<file path="config.mk">
export PLATFORM = sky130hd
export DESIGN_NAME = aibcr3_fine_dly_code_ctrl
export DESIGN_NICKNAME = d
export VERILOG_FILES = /design/src/rtl/aibcr3_fine_dly_pkg.sv /design/src/rtl/aibcr3_fine_dly_settle_cnt.sv /design/src/rtl/aibcr3_fine_dly_code_ctrl.sv
export SDC_FILE = /design/constraint.sdc
export NUM_CORES = 1
export LEC_CHECK = 0
export CAP_MARGIN = 20
export CORE_MARGIN = 2
export CORE_UTILIZATION = 46
export DETAILED_ROUTE_END_ITERATION = 6
export HOLD_SLACK_MARGIN = 0.1
export PLACE_DENSITY = 0.71
export REMOVE_ABC_BUFFERS = 1
export SETUP_SLACK_MARGIN = 0.4
export SLEW_MARGIN = 20
export SYNTH_ARGS = -nofsm -noshare
export SYNTH_HDL_FRONTEND = slang
export SYNTH_SLANG_ARGS = --single-unit
</file>
<file path="constraint.sdc">
create_clock -name ck -period 2.03 [get_ports ck]
set_input_delay 0.406 -clock ck [delete_from_list [all_inputs] [get_ports ck]]
set_output_delay 0.406 -clock ck [all_outputs]
set_load 0.05 [all_outputs]
</file>
<file path="src/rtl/aibcr3_fine_dly_pkg.sv">
// Shared types and constants for the fine-delay code controller.
// Code width, settle-counter width, FSM states and the binary-to-Gray helper.
package aibcr3_fine_dly_pkg;

   localparam int unsigned FDLY_CODE_W   = 3;
   localparam int unsigned FDLY_CODE_MAX = 7;
   localparam int unsigned FDLY_CNT_W    = 4;

   typedef enum logic [1:0] {
      ST_IDLE   = 2'd0,
      ST_STEP   = 2'd1,
      ST_SETTLE = 2'd2,
      ST_VALID  = 2'd3
   } fdly_state_e;

   function automatic logic [FDLY_CODE_W-1:0] bin2gray(input logic [FDLY_CODE_W-1:0] b);
      return b ^ (b >> 1);
   endfunction

endpackage

</file>
<file path="src/rtl/aibcr3_fine_dly_settle_cnt.sv">
// Loadable 4-bit down-counter timing the settle window; zero flag is combinational.
// Count value is exported only with AIBCR3_FINE_DLY_SCAN_EN so it can join the scan chain.
module aibcr3_fine_dly_settle_cnt
   import aibcr3_fine_dly_pkg::*;
(
   input  logic                  ck,
   input  logic                  nrst,
   input  logic                  i_ld,
   input  logic [FDLY_CNT_W-1:0] i_ld_val,
   input  logic                  i_dec,
`ifdef AIBCR3_FINE_DLY_SCAN_EN
   output logic [FDLY_CNT_W-1:0] o_cnt,
`endif
   output logic                  o_zero_c
);

   logic [FDLY_CNT_W-1:0] r_cnt;

   always_ff @(posedge ck or negedge nrst) begin
      if (!nrst)
         r_cnt <= '0;
      else if (i_ld)
         r_cnt <= i_ld_val;
      else if (i_dec && (r_cnt != '0))
         r_cnt <= r_cnt - FDLY_CNT_W'(1);
   end

   assign o_zero_c = (r_cnt == '0);
`ifdef AIBCR3_FINE_DLY_SCAN_EN
   assign o_cnt = r_cnt;
`endif

endmodule

</file>
<file path="src/rtl/aibcr3_fine_dly_code_ctrl.sv">
// Walks the fine-delay code one LSB per step toward a loaded target, with a settle
// window and a one-cycle code_valid per step. Optional scan chain: AIBCR3_FINE_DLY_SCAN_EN.
module aibcr3_fine_dly_code_ctrl
   import aibcr3_fine_dly_pkg::*;
#(
   parameter int unsigned SETTLE_CYC = 2
)
(
   input  logic                   ck,
   input  logic                   nrst,
`ifdef AIBCR3_FINE_DLY_SCAN_EN
   input  logic                   se_n,
   input  logic                   si,
   output logic                   so,
`endif
   input  logic [FDLY_CODE_W-1:0] tgt_bin,
   input  logic                   tgt_ld,
   output logic                   ld_rdy,
   output logic [FDLY_CODE_W-1:0] gray,
   output logic                   code_valid,
   output logic [FDLY_CODE_W-1:0] cur_bin,
   output logic                   busy,
   output logic                   done
);

   fdly_state_e            r_state, w_state_nxt;
   logic [FDLY_CODE_W-1:0] r_cur_bin, r_tgt, r_gray;
   logic [FDLY_CODE_W-1:0] w_cur_nxt, w_tgt_nxt;
   logic                   r_code_valid, r_done, r_ld_rdy, r_busy;
   logic                   w_code_valid_nxt, w_done_nxt, w_step_up;
   logic                   w_cnt_ld, w_cnt_dec, w_cnt_zero_c;
   logic                   w_cnt_ld_mux, w_cnt_dec_mux;
   logic [FDLY_CNT_W-1:0]  w_cnt_ld_val, w_cnt_val_mux;

`ifdef AIBCR3_FINE_DLY_SCAN_EN
   localparam int unsigned SCAN_LEN = FDLY_CNT_W + 2 * FDLY_CODE_W + $bits(fdly_state_e);
   logic [FDLY_CNT_W-1:0] w_cnt;
   logic [SCAN_LEN-1:0]   w_chain, w_chain_sh;

   // Chain order from si: state, cur_bin, target, counter, then so.
   assign w_chain       = {w_cnt, r_tgt, r_cur_bin, r_state};
   assign w_chain_sh    = {w_chain[SCAN_LEN-2:0], si};
   assign so            = w_chain[SCAN_LEN-1];
   assign w_cnt_ld_mux  = !se_n || w_cnt_ld;
   assign w_cnt_dec_mux = se_n && w_cnt_dec;
   assign w_cnt_val_mux = se_n ? w_cnt_ld_val : w_chain_sh[SCAN_LEN-1 -: FDLY_CNT_W];
`else
   assign w_cnt_ld_mux  = w_cnt_ld;
   assign w_cnt_dec_mux = w_cnt_dec;
   assign w_cnt_val_mux = w_cnt_ld_val;
`endif

   assign w_cnt_ld_val = FDLY_CNT_W'(SETTLE_CYC - 1);
   assign w_step_up    = (r_tgt > r_cur_bin) && (r_cur_bin != FDLY_CODE_W'(FDLY_CODE_MAX));

   aibcr3_fine_dly_settle_cnt u_settle_cnt (
      .ck       (ck),
      .nrst     (nrst),
      .i_ld     (w_cnt_ld_mux),
      .i_ld_val (w_cnt_val_mux),
      .i_dec    (w_cnt_dec_mux),
`ifdef AIBCR3_FINE_DLY_SCAN_EN
      .o_cnt    (w_cnt),
`endif
      .o_zero_c (w_cnt_zero_c)
   );

   always_ff @(posedge ck or negedge nrst) begin
      if (!nrst)
         r_state <= ST_IDLE;
`ifdef AIBCR3_FINE_DLY_SCAN_EN
      else if (!se_n)
         r_state <= fdly_state_e'(w_chain_sh[1:0]);
`endif
      else
         r_state <= w_state_nxt;
   end

   // Next state plus next values of the registered outputs.
   always_comb begin
      w_state_nxt      = r_state;
      w_cur_nxt        = r_cur_bin;
      w_tgt_nxt        = r_tgt;
      w_cnt_ld         = 1'b0;
      w_cnt_dec        = 1'b0;
      w_code_valid_nxt = 1'b0;
      w_done_nxt       = 1'b0;
      case (r_state)
         ST_IDLE: begin
            if (tgt_ld) begin
               w_tgt_nxt = tgt_bin;
               if (tgt_bin != r_cur_bin)
                  w_state_nxt = ST_STEP;
               else
                  w_done_nxt = 1'b1;
            end
         end
         ST_STEP: begin
            w_cur_nxt   = w_step_up ? r_cur_bin + FDLY_CODE_W'(1) : r_cur_bin - FDLY_CODE_W'(1);
            w_cnt_ld    = 1'b1;
            w_state_nxt = ST_SETTLE;
         end
         ST_SETTLE: begin
            if (w_cnt_zero_c) begin
               w_state_nxt      = ST_VALID;
               w_code_valid_nxt = 1'b1;
            end else begin
               w_cnt_dec = 1'b1;
            end
         end
         ST_VALID: begin
            if (r_cur_bin == r_tgt) begin
               w_state_nxt = ST_IDLE;
               w_done_nxt  = 1'b1;
            end else begin
               w_state_nxt = ST_STEP;
            end
         end
         default: w_state_nxt = ST_IDLE;
      endcase
   end

   // Code, target and output flops; outputs hold while shifting.
   always_ff @(posedge ck or negedge nrst) begin
      if (!nrst) begin
         r_cur_bin    <= '0;
         r_tgt        <= '0;
         r_gray       <= '0;
         r_code_valid <= 1'b0;
         r_done       <= 1'b0;
         r_ld_rdy     <= 1'b1;
         r_busy       <= 1'b0;
      end
`ifdef AIBCR3_FINE_DLY_SCAN_EN
      else if (!se_n) begin
         r_cur_bin <= w_chain_sh[4:2];
         r_tgt     <= w_chain_sh[7:5];
      end
`endif
      else begin
         r_cur_bin    <= w_cur_nxt;
         r_tgt        <= w_tgt_nxt;
         r_gray       <= bin2gray(w_cur_nxt);
         r_code_valid <= w_code_valid_nxt;
         r_done       <= w_done_nxt;
         r_ld_rdy     <= (w_state_nxt == ST_IDLE);
         r_busy       <= (w_state_nxt != ST_IDLE);
      end
   end

   assign cur_bin    = r_cur_bin;
   assign gray       = r_gray;
   assign code_valid = r_code_valid;
   assign done       = r_done;
   assign ld_rdy     = r_ld_rdy;
   assign busy       = r_busy;

endmodule
</file>
### Yosys cells after proc, flatten, opt, wreduce, memory -nomap -nowiden

Index checks and enable logic that the tools add are counted.

| operators by class | value |
|---|---|
| $add $sub $neg | 3 |
| $lt $le $gt $ge | 1 |
| eq/ne operators | 6 |
| multiplexer cells | 18 |
| bitwise logic cells | 1 |
| reductions and logical operators | 9 |

Operator list:

| kind | number |
|---|---|
| two-way mux 1 bit | 9 |
| two-way mux 4 bit | 2 |
| one-hot mux 2 bit (4 select lines) | 1 |
| two-way mux 2 bit | 3 |
| two-way mux 3 bit | 2 |
| == test 2 bit (second input constant) | 2 |
| logical NOT 2 bit | 2 |
| logical NOT 4 bit | 1 |
| nonzero test 2 bit | 2 |
| nonzero test 4 bit | 1 |
| subtractor 4 x 1 -> 4 bit (second input constant) | 1 |
| adder 3 x 1 -> 3 bit (second input constant) | 1 |
| == test 3 bit | 1 |
| > comparator 3 bit | 1 |
| inequality test 3 bit | 1 |
| inequality test 3 bit (second input constant) | 1 |
| subtractor 3 x 1 -> 3 bit (second input constant) | 1 |
| XOR 3 x 2 -> 3 bit | 1 |
| == test 2 x 1 -> 1 bit (second input constant) | 1 |
| logical AND 1 bit | 2 |
| one-hot mux 1 bit (2 select lines) | 1 |
| AND reduction 2 bit | 1 |

| word-level totals | value |
|---|---|
| register bits | 19 |
| input bits | 6 |
| output and inout port bits | 10 |
| word-level logic and storage cells | 47 |

### Depth between registers and ports, before layout

Gate-level depths: netlist (run 1).

| logic depth | value |
|---|---|
| depth after elaboration | 6 |
| gate-level depth with buffers | 9 |
| gate-level depth less buffers | 9 |

### By module

Synthesis (run 1) repeated with hierarchy kept, for this count alone.

| unflattened totals | value |
|---|---|
| cells, all modules | 92 |
| area total of the unflattened synthesis | 1021.0 um^2 |

By module, submodules not included:

| module | instances | cells each | area an instance (um^2) | seq. area each (um^2) |
|---|---|---|---|---|
| aibcr3_fine_dly_code_ctrl | 1 | 65 | 750.7 | 351.6 |
| aibcr3_fine_dly_settle_cnt | 1 | 27 | 270.3 | 100.1 |

### Worst setup path after synthesis (run 1)

Ideal clock, no wire load.

| timing | value |
|---|---|
| kind | register -> register |
| from | reg r_cur_bin[2] (netlist: cur_bin[2]) |
| to | reg r_gray[1] (netlist: gray[1]) |
| setup time | 0.125 ns |
| data arrival time | 2.522 ns |
| data required time | 1.905 ns |
| setup slack | -0.617 ns |
| cell stages (with the launch flop) | 10 |
| cell sequence | dfrtp_1 -> inv_1 -> ha_1 -> nand2_1 -> o21ai_2 -> o311a_4 -> fa_1 -> a21oi_1 -> xnor2_1 -> xnor2_1 |

| on the way | value |
|---|---|
| word-level cells in the longest chain between the ends | 5 |
| elaborated cells between the ends (all ways) | 8 |
| those cells by class | add/sub: 2; order compare: 1; eq/ne: 1; mux: 2; bitwise: 1; reduce/logical: 1 |

RTL lines:

| what | line | RTL |
|---|---|---|
| start, declared | aibcr3_fine_dly_code_ctrl.sv:27 | `logic [FDLY_CODE_W-1:0] r_cur_bin, r_tgt, r_gray;` |
| start signal, assigned | aibcr3_fine_dly_code_ctrl.sv:141 | `r_cur_bin <= w_cur_nxt;` |
| > comparator 3 bit or inequality test 3 bit (tied branches) | aibcr3_fine_dly_code_ctrl.sv:54 | `assign w_step_up = (r_tgt > r_cur_bin) && (r_cur_bin != FDLY_CODE_W'(FDLY_CODE_MAX));` |
| logical AND 1 bit * | aibcr3_fine_dly_code_ctrl.sv:54 |  |
| two-way mux 3 bit * | aibcr3_fine_dly_code_ctrl.sv:99 | `w_cur_nxt = w_step_up ? r_cur_bin + FDLY_CODE_W'(1) : r_cur_bin - FDLY_CODE_W'(1);` |
| two-way mux 3 bit * | aibcr3_fine_dly_code_ctrl.sv:88 | `case (r_state)` |
| named net w_cur_nxt[1] | aibcr3_fine_dly_code_ctrl.sv:28 | `logic [FDLY_CODE_W-1:0] w_cur_nxt, w_tgt_nxt;` |
| XOR 3 x 2 -> 3 bit * | aibcr3_fine_dly_pkg.sv:17 | `return b ^ (b >> 1);` |
| end signal, assigned | aibcr3_fine_dly_code_ctrl.sv:143 | `r_gray <= bin2gray(w_cur_nxt);` |
| end, declared | aibcr3_fine_dly_code_ctrl.sv:27 |  |

Mark *: on every way through the listed nets, which the timed path passes. The rest lies on a longest branch.
A chain may end at the register's enable or synchronous reset.

### Worst setup path in the final report (run 1)

| timing | value |
|---|---|
| from | reg r_tgt[2] |
| to | reg r_gray[1] (netlist: gray[1]) |

| on the way | value |
|---|---|
| word-level cells in the longest chain between the ends | 5 |

RTL lines:

| what | line | RTL |
|---|---|---|
| start, declared | aibcr3_fine_dly_code_ctrl.sv:27 |  |
| start signal, assigned | aibcr3_fine_dly_code_ctrl.sv:142 | `r_tgt <= w_tgt_nxt;` |
| > comparator 3 bit | aibcr3_fine_dly_code_ctrl.sv:54 |  |
| logical AND 1 bit | aibcr3_fine_dly_code_ctrl.sv:54 |  |
| two-way mux 3 bit | aibcr3_fine_dly_code_ctrl.sv:99 |  |
| two-way mux 3 bit | aibcr3_fine_dly_code_ctrl.sv:88 |  |
| named net w_cur_nxt[1] | aibcr3_fine_dly_code_ctrl.sv:28 |  |
| XOR 3 x 2 -> 3 bit | aibcr3_fine_dly_pkg.sv:17 |  |

The timed path passes the listed nets, and every way through them passes these cells.

==> summary by stage, run 1 <==
Job
The total of max-cap violations is 0.

Setup path
The worst reg2reg path depth is 8. Of all nets on the critical path, the largest fanout is 4. The path type of the worst setup path is register to register.

The reg-to-reg critical path endpoint is gray[1]. The register-to-register path setup slack is about 0.00052 ns. The type of origin of the critical path is a register. The worst setup path is captured at a register. In this run the critical register-to-register path is launched from r_tgt[2]. The arrival time reported for the critical path endpoint is around 2.3 ns.

The worst path required time is between 2 and 2.5 ns.

Layout
The sequential cell area is roughly 450 µm². The post-route netlist has about two fifths of its cells at a drive strength greater than 1. The final standard cell utilization of the core is around 67%. The final net count is 129.

The repair_antennas step left the layout with diodes totalling 0. After routing the design area is between 1000 and 1500 µm². From synthesis to final layout, the design area changed by 35.26%. The area occupied by multi-input gates is between 500 and 600 µm².

The filler cells instantiated in the layout total ~160.

Global route
The initial antenna violation count came to 0. The via count of the first global-routing pass came to about 700. Global routing used between 15 and 20% of the available tracks.

The global-route wire length before repair is ~3100 µm. Entering global routing, the biggest net connects 19 pins. The aggregate global routing overflow is 0.

Logic synthesis
The number of cells produced by synthesis is 84. The share of synthesized area occupied by flip-flops and latches is between 40% and 50%. The mapped netlist covers slightly below 1000 µm². The number of warnings reported in the yosys synthesis log is 0. Averaged over all synthesized cells, the footprint is ~12 µm². Yosys mapped the design onto 28 distinct sky130hd cell types. Synthesis inferred 18 register bits.

STA
The setup skew after layout is around 0.0013 ns. The remaining max-slew budget at the tightest pin is between 60 and 70%. The count of final setup violators is 0.

Timing would allow up to approximately 490 MHz. The time the worst path needs with I/O delays and setup is ~2.0 ns. The hold violation total from the final report is 0. Across all setup checks in the final design, the least slack found is just over 0.0005 ns.

The worst-margin pin slew is between 0.4 and 0.5 ns. The max-slew violation total from the final report is 0. Setup repair after global routing could not meet its margin everywhere.

The share of the cycle needed by the critical path after routing is between 90 and 100%.

Die
The die covers between 2000 and 3000 µm². Pin placement for this block handled 16 I/O pins. Measured along the x axis, the die boundary spans about 50 µm. The total area inside the core boundary comes to a little under 2000 µm². The site row count is 16.

The initial utilization of the core area, before any placement, comes to 49.24%. The height of the chip is approximately 50 µm.

Routing
The number of nets with antenna violations after detailed routing is 0. The detailed-route vias per instance is 4.921. The first routing iteration left 6 violations. After detailed routing, the number of remaining DRC violations is 0.

The first TritonRoute pass finished after 4 iterations. The total wire length after detailed routing is ~1800 µm. Detailed routing inserted a total of just under 700 vias.

The detail-routed net length per standard cell is approximately 13 µm.

Run status
The run finished with clean final reports.

Placement
In this run the tool buffered the top-level ports with 15 buffer cells. The routability congestion estimate from global placement is approximately 0.81. The pre-CTS setup slack is -0.08060 ns.

The wire-length estimate of the detail-placed layout is ~1300 µm. After detailed placement, the total cell area comes to approximately 1200 µm².

Clock tree
Clock tree synthesis found a total of 18 sinks. For this design, the CTS-stage hold fixing added 0 buffers. TritonCTS created 3 clock buffers.

The maximum clock insertion buffer count is 2. The later-pin clock latency in the skew report is 0.28 ns. After clock tree synthesis, the clock-pin slew on the worst setup and hold paths is 0.10 ns. Clock tree synthesis selected as its root buffer the cell sky130_fd_sc_hd__clkbuf_4. The CTS tree is done. CTS built an H-tree with a depth of 1.

Min path
The worst hold path class is input port to async pin.
-- stage by stage --
stage | std cells | hold WS (ns) | TNS, ns
4_1_cts | 137 | 0.4246 | 0
2_1_floorplan | 82 | 0.1104 | -3.719
5_1_grt | 139 | 0.4321 | -0.2909
3_3_place_gp | 133 | 0.4998 | -0.05283
6_report | 139 | 0.4352 | 0
3_5_place_dp | 133 | 0.5071 | -0.2051
-- what timing repair did --
action | 4_1_cts | 5_1_grt
gates resized for setup | 22 | 8
pin swaps | 3 | 3
setup buffers | 0 | 2
setup endpoints to repair | 13 | 8
-- sequential cells by signal, summed over array words and instances (netlist names) --
signal              count
busy                    1
u_settle_cnt.r_cnt      4
r_state                 2
cur_bin                 3
done                    1
gray                    2
r_tgt                   3
ld_rdy                  1
code_valid              1
-- how the worst max path moves through the flow --
stage | from | to | depth (start not counted)
floorplan | cur_bin[2] | gray[1] | 9
global placement | cur_bin[2] | gray[1] | 9
detailed placement | cur_bin[2] | gray[1] | 9
CTS | r_tgt[2] | gray[1] | 8
global route | cur_bin[2] | gray[1] | 9
finish | r_tgt[2] | gray[1] | 8
-- kinds of logic after synthesis --
group / count (synthesis) / synth area share [%]
multiplexers: 4 / 5.769
XOR/XNOR: 11 / 9.872
adder cells (fa/ha/maj): 10 / 13.59
flip-flops: 18 / 46.28
AND/OR/NAND/NOR: 20 / 10.77
buffers and inverters: 11 / 5.385
AO/OA/AOI/OAI: 10 / 8.333
-- final cells by class --
class,count,share of cell area (%)
Clock buffer,4,1.991
Multi-Input combinational cell,55,42.09
Sequential cell,18,34.22
Inverter,9,2.559
Tap cell,27,2.559
Timing Repair Buffer,26,16.59
-- worst max-delay path, stage by stage, from the launching register on --
cell and delay (ns):
sky130_fd_sc_hd__dfrtp_1 0.43, sky130_fd_sc_hd__ha_4 0.31, sky130_fd_sc_hd__nand2_2 0.05, sky130_fd_sc_hd__o21ai_2 0.11, sky130_fd_sc_hd__o311a_4 0.19, sky130_fd_sc_hd__fa_1 0.41, sky130_fd_sc_hd__a21oi_2 0.17, sky130_fd_sc_hd__xnor2_1 0.15
sky130_fd_sc_hd__xnor2_1 0.13
-- placed cells by master, fill, tap and decap left out, types with 2 or more instances in the layout --
master	netlist	final
sky130_fd_sc_hd__dfrtp_1	17	17
sky130_fd_sc_hd__buf_4	1	13
sky130_fd_sc_hd__ha_1	9	7
sky130_fd_sc_hd__nor2_1	6	6
sky130_fd_sc_hd__inv_1	8	5
sky130_fd_sc_hd__xor2_1	6	5
sky130_fd_sc_hd__clkdlybuf4s50_1	0	5
sky130_fd_sc_hd__dlygate4sd2_1	0	5
sky130_fd_sc_hd__inv_2	1	4
sky130_fd_sc_hd__xnor2_1	5	4
sky130_fd_sc_hd__nand2_1	4	3
sky130_fd_sc_hd__a21oi_2	0	3
sky130_fd_sc_hd__mux2_2	3	3
sky130_fd_sc_hd__clkbuf_4	0	3
sky130_fd_sc_hd__nand3_1	2	2
sky130_fd_sc_hd__a21oi_1	5	2
sky130_fd_sc_hd__ha_4	0	2
sky130_fd_sc_hd__clkdlybuf4s15_2	0	2
-- per-layer routing --
| layer | track usage [%] | share of wire [%] |
|---|---|---|
| met1 | 19.07 | 39 |
| met2 | 30.48 | 58 |
| met3 | 3.636 | 2.6 |
| met4 | 8.333 | 0.66 |
| met5 | 0 | 0 |
-- cell usage after synthesis, drive strengths merged --
| cell type | instances | area [µm²] |
|---|---|---|
| o221ai | 1 | 8.760 |
| mux2i | 1 | 22.52 |
| xnor2 | 5 | 43.79 |
| a21oi | 5 | 25.02 |
| nor3 | 1 | 5.000 |
| nand3 | 2 | 10.01 |
| nand2b | 2 | 12.51 |
| nor4 | 1 | 6.260 |
| o21ai | 2 | 13.76 |
| o311a | 1 | 21.27 |
| nand4 | 1 | 6.260 |
| nor2 | 6 | 22.52 |
| mux2 | 3 | 33.78 |
| nor4b | 1 | 15.01 |
| ha | 9 | 112.6 |
| xor2 | 6 | 52.55 |
| dfrtp | 17 | 425.4 |
| or2 | 2 | 12.52 |
| nand2 | 4 | 15.01 |
| buf | 2 | 18.77 |
| o31ai | 1 | 12.51 |
| inv | 9 | 33.78 |
| dfstp | 1 | 26.28 |
| fa | 1 | 20.02 |
Power of run 1 is not shown: default switching activity piles up to over one toggle a cycle in this logic, so the estimate is an artifact.
==> run 2, diff against run 1 <==
- CORE_MARGIN: 2 -> 8
- CORE_UTILIZATION: 46 -> 47
- PLACE_DENSITY: 0.71 -> 0.72
- SYNTH_HIERARCHICAL: default -> 1
==> run 2 against run 1 <==
- the run now ends with setup timing left
- register-to-register slack got worse by 0.23 ns
- sequential share of layout area is 3.4 points lower
- final area up 11%
- sequential cell count unchanged
- clock-buffer cell count is the same
- via count is 14% higher
- critical path depth stayed put
- die area is 56% higher
- wire length rose by 27%
- synthesized cell count increased by 9.5%
- utilization grew 2.3 points
- non-clock buffer count rose by 8
- critical path type unchanged
==> summary by stage, run 2 <==
Die
The site row count is 17 (was 16). The total die area is 3919 µm² (was 2506 µm²). The starting density of the core was 48.00% (was 49.24%).

The number of top-level design ports is 16 (unchanged). The core area came to 2127 µm² (was 1982 µm²). The height of the chip is 62.61 µm (was 50.06 µm).

The die span in x was 62.61 µm (was 50.06 µm).

Placement
The number of port buffers is 15 (unchanged). The routability congestion estimate from global placement is 0.7851 (was 0.8087). The half-perimeter wire length after placement was 1514 µm (was 1289 µm). The pre-CTS setup slack is -0.3752 ns (was -0.08060 ns).

Global route
The via count of the first global-routing pass came to 826 (was 703). The global routing met2 resource utilization is 20.44% (was 30.48%). The global-route wire length before repair is 3829 µm (was 3132 µm).

The aggregate global routing overflow came to 0 (unchanged). The routing usage on met3 is 1.971% (was 3.636%). The largest net degree at the start of global routing came to 19 (unchanged). The met1 capacity usage during global routing is 13.94% (was 19.07%). The busiest metal layer after global routing is met2 (unchanged). The initial antenna violation count was 0 (unchanged). The global router's overall resource usage is 12.25% (was 17.14%).

Logic synthesis
Most instantiated cells after synthesis: sky130_fd_sc_hd__dfrtp_1, sky130_fd_sc_hd__inv_1, sky130_fd_sc_hd__ha_1 (was sky130_fd_sc_hd__dfrtp_1, sky130_fd_sc_hd__ha_1, sky130_fd_sc_hd__inv_1). The proportion of register bits with asynchronous set or reset after synthesis came to 100.0% (unchanged). The total standard cell area after synthesis is 1021 µm² (was 975.9 µm²). The top-area cell type share of the netlist area is 41.67% (was 43.59%). The number of enable flip-flop cells after synthesis is 0 (unchanged). The number of cells produced by synthesis is 92 (was 84).

The share of synthesized area occupied by flip-flops and latches is 44.24% (was 46.28%). The mean instance size in the synthesized netlist is 11.10 µm² (was 11.62 µm²). The dominant cell by count in the synthesized netlist is sky130_fd_sc_hd__dfrtp_1 (unchanged).

The number of warnings reported in the yosys synthesis log is 6 (was 0). The number of synthesized register bits is 18 (unchanged). The count of distinct cell types in the synthesized netlist is 37 (was 28). The flip-flop cell with the highest count after synthesis was sky130_fd_sc_hd__dfrtp_1 (unchanged). The most area-hungry cell type in the Yosys netlist is sky130_fd_sc_hd__dfrtp_1 (unchanged). Leading post-synthesis cells by cell area: sky130_fd_sc_hd__dfrtp_1, sky130_fd_sc_hd__ha_1, sky130_fd_sc_hd__xor2_1, sky130_fd_sc_hd__inv_1, sky130_fd_sc_hd__mux2_2 (was sky130_fd_sc_hd__dfrtp_1, sky130_fd_sc_hd__ha_1, sky130_fd_sc_hd__xor2_1, sky130_fd_sc_hd__xnor2_1, sky130_fd_sc_hd__mux2_2).

Layout
The final net count is 147 (was 129). The leading cell type in the layout, fill and taps excluded is sky130_fd_sc_hd__buf_4 (was sky130_fd_sc_hd__dfrtp_1). The synthesis-to-layout area growth was 43.63% (was 35.26%). The register with the most flip-flops is u_settle_cnt/r_cnt (was u_settle_cnt.r_cnt). The number of fill cells in the layout is 176 (was 158).

The final standard cell utilization of the core came to 68.94% (was 66.60%). The number of flip-flops under the largest register name is 4 (unchanged). The fraction of layout instances using a drive strength above 1 is 41.54% (was 39.29%). Most used cells in the layout excluding fill and tap cells: sky130_fd_sc_hd__buf_4, sky130_fd_sc_hd__dfrtp_1, sky130_fd_sc_hd__nand2_1, sky130_fd_sc_hd__ha_1 (was sky130_fd_sc_hd__dfrtp_1, sky130_fd_sc_hd__buf_4, sky130_fd_sc_hd__ha_1). The antenna diode instance count is 0 (unchanged).

Clock tree
The quantity of hold-fixing buffers added after cts is 0 (unchanged). The later-pin clock latency in the skew report is 0.28 ns (about the same). The number of levels in the clock H-tree came to 1 (unchanged). The root buffer cell was sky130_fd_sc_hd__clkbuf_4 (unchanged). The clock-pin slew on the worst setup and hold paths is 0.11 ns (was 0.10 ns). The TritonCTS sink count was 18 (unchanged).

The maximum clock insertion buffer count came to 2 (unchanged). The CTS tree was done (unchanged). The TritonCTS buffer count was 3 (unchanged).

STA
The remaining max-slew budget at the tightest pin is 63.19% (was 67.56%). The achievable frequency came to 442.3 MHz (was 492.7 MHz). The hold violation total from the final report was 0 (unchanged). The count of final setup violators is 4 (was 0). The total negative slack came to -0.8500 ns (was 0 ns). The max-slew violation total from the final report is 0 (unchanged). The worst-margin pin slew is 0.5521 ns (was 0.4885 ns). The setup skew after layout is 0.008154 ns (was 0.001339 ns). The worst-case hold slack is 0.4387 ns (was 0.4352 ns). The share of the cycle needed by the critical path after routing is 111.4% (was 99.97%). The time the worst path needs with I/O delays and setup is 2.261 ns (was 2.029 ns). The final worst-path setup slack is -0.2311 ns (was 0.0005187 ns). Setup repair after global routing missed its margin: true (unchanged).

Routing
The DRC violation count after routing is 0 (unchanged). The number of nets with antenna violations after detailed routing is 0 (unchanged). The total wire length after detailed routing is 2324 µm (was 1829 µm).

The total number of vias came to 777 (was 684). The detailed-route vias per instance is 4.918 (was 4.921). The total iterations of the first detailed-routing run is 4 (unchanged). The number of DRC violations after detailed-routing iteration 0 is 18 (was 6). The detail-routed net length per standard cell came to 14.71 µm (was 13.16 µm).

Setup path
The launching point of the worst reg2reg path is r_tgt[2] (unchanged). Worst path cell trace: ha_4, nor2b_4, a221oi_2, a311oi_4, fa_2, a21oi_2, buf_4, xor2_1 (was ha_4, nand2_2, o21ai_2, o311a_4, fa_1, a21oi_2, xnor2_1, xnor2_1). The critical path endpoint category is a register (unchanged). The type of origin of the critical path is a register (unchanged). The kind of cell adding the most delay to the critical path is adder cells (unchanged). The cell at the slowest stage of the critical path is sky130_fd_sc_hd__fa_2 (was sky130_fd_sc_hd__dfrtp_1). The startpoint of the worst setup timing path is r_tgt[2] (unchanged). The path type of the worst setup path is register to register (unchanged). The worst path required time came to 2.20 ns (was 2.25 ns). The biggest cell delay along the critical path is 0.55 ns (was 0.43 ns). The number of buffer and inverter instances along the worst setup path is 1 (was 0). The highest net fanout along the worst path came to 4 (unchanged).

The arrival time reported for the critical path endpoint is 2.43 ns (was 2.25 ns).

Run status
Run status: complete, but fails checks (was finished clean). The final reports fail on setup timing.

Min path
The worst hold path class is input port to async pin (unchanged).

Job
The total of max-cap violations is 0 (unchanged).
## run 2: cell types whose count changed after synthesis, sizes merged, moves of 2 or more
| cell | change |
|---|---|
| nor2b | +2 |
| a21oi | -2 |
| xnor2 | -2 |
| nor3 | +2 |
| conb | +2 |
| nor2 | -4 |
| nor3b | +2 |
| nand2 | +2 |
## run 2: layer usage
| layer | part of all wire [%] | vias up |
|---|---|---|
| met5 | 0 | - |
| met4 | 2.3 | 0 |
| met3 | 1.5 | 4 |
| met2 | 53 | 11 |
| met1 | 43 | 374 |
| li1 | - | 388 |
## run 2: stage by stage
| step | cell area, µm² | std cells |
|---|---|---|
| final | 1466 | 158 |
| after global routing | 1466 | 158 |
| after CTS | 1415 | 153 |
| after detailed placement | 1242 | 143 |
| after global placement | 1242 | 143 |
| after floorplan | 1010 | 92 |
## run 2: path summary, 6_finish.rpt
kind / end / slack [ns] / depth (start not counted)
max in group asynchronous: ld_rdy / 1.33 / 2
min in group ck: r_tgt[0] / 0.54 / 1
max reg2reg: gray[0] / -0.23 / 8
min reg2reg: r_tgt[0] / 0.54 / 1
max: gray[0] / -0.23 / 8
min: gray[1] / 0.44 / 2
## run 2: kinds of logic (layout without fill, tap and decap cells)
kind of cell    count (synthesis)  in the layout  share of synthesized area, %
simple gates                   24             24                         14.58
flops                          18             18                         44.24
compound gates                 14             14                         10.78
buf+inv                        12             48                         5.515
fa+ha+maj                      10             10                         12.99
xor+xnor                        8              8                         6.863
mux                             4              4                         4.289
other cells                     2              4                        0.7356
## run 2: worst register-to-register path, delay by kind of cell (launching register included)
kind / cells / cell delay [ns]
compound gates: 3 / 0.45
simple gates: 1 / 0.13
buf+inv: 1 / 0.16
fa+ha+maj: 2 / 0.83
flops: 1 / 0.43
xor+xnor: 1 / 0.15
## run 2: layout make-up
class | count | area, µm² | area share (%)
clock buffer | 4 | 36.28 | 2.474
inverter | 10 | 37.54 | 2.560
multi-input combinational | 64 | 628.1 | 42.83
sequential | 18 | 451.7 | 30.80
tap | 28 | 35.03 | 2.389
timing repair buffer | 34 | 277.8 | 18.94
## run 2: repair_timing
| item | CTS | global route |
|---|---|---|
| endpoints found under the hold margin | 0 | 0 |
| buffers inserted | 6 | 5 |
| endpoints found under the setup margin | 15 | 10 |
| pin swaps | 6 | 8 |
| gates resized for setup | 24 | 5 |
Power of run 2 is left out for the same reason.
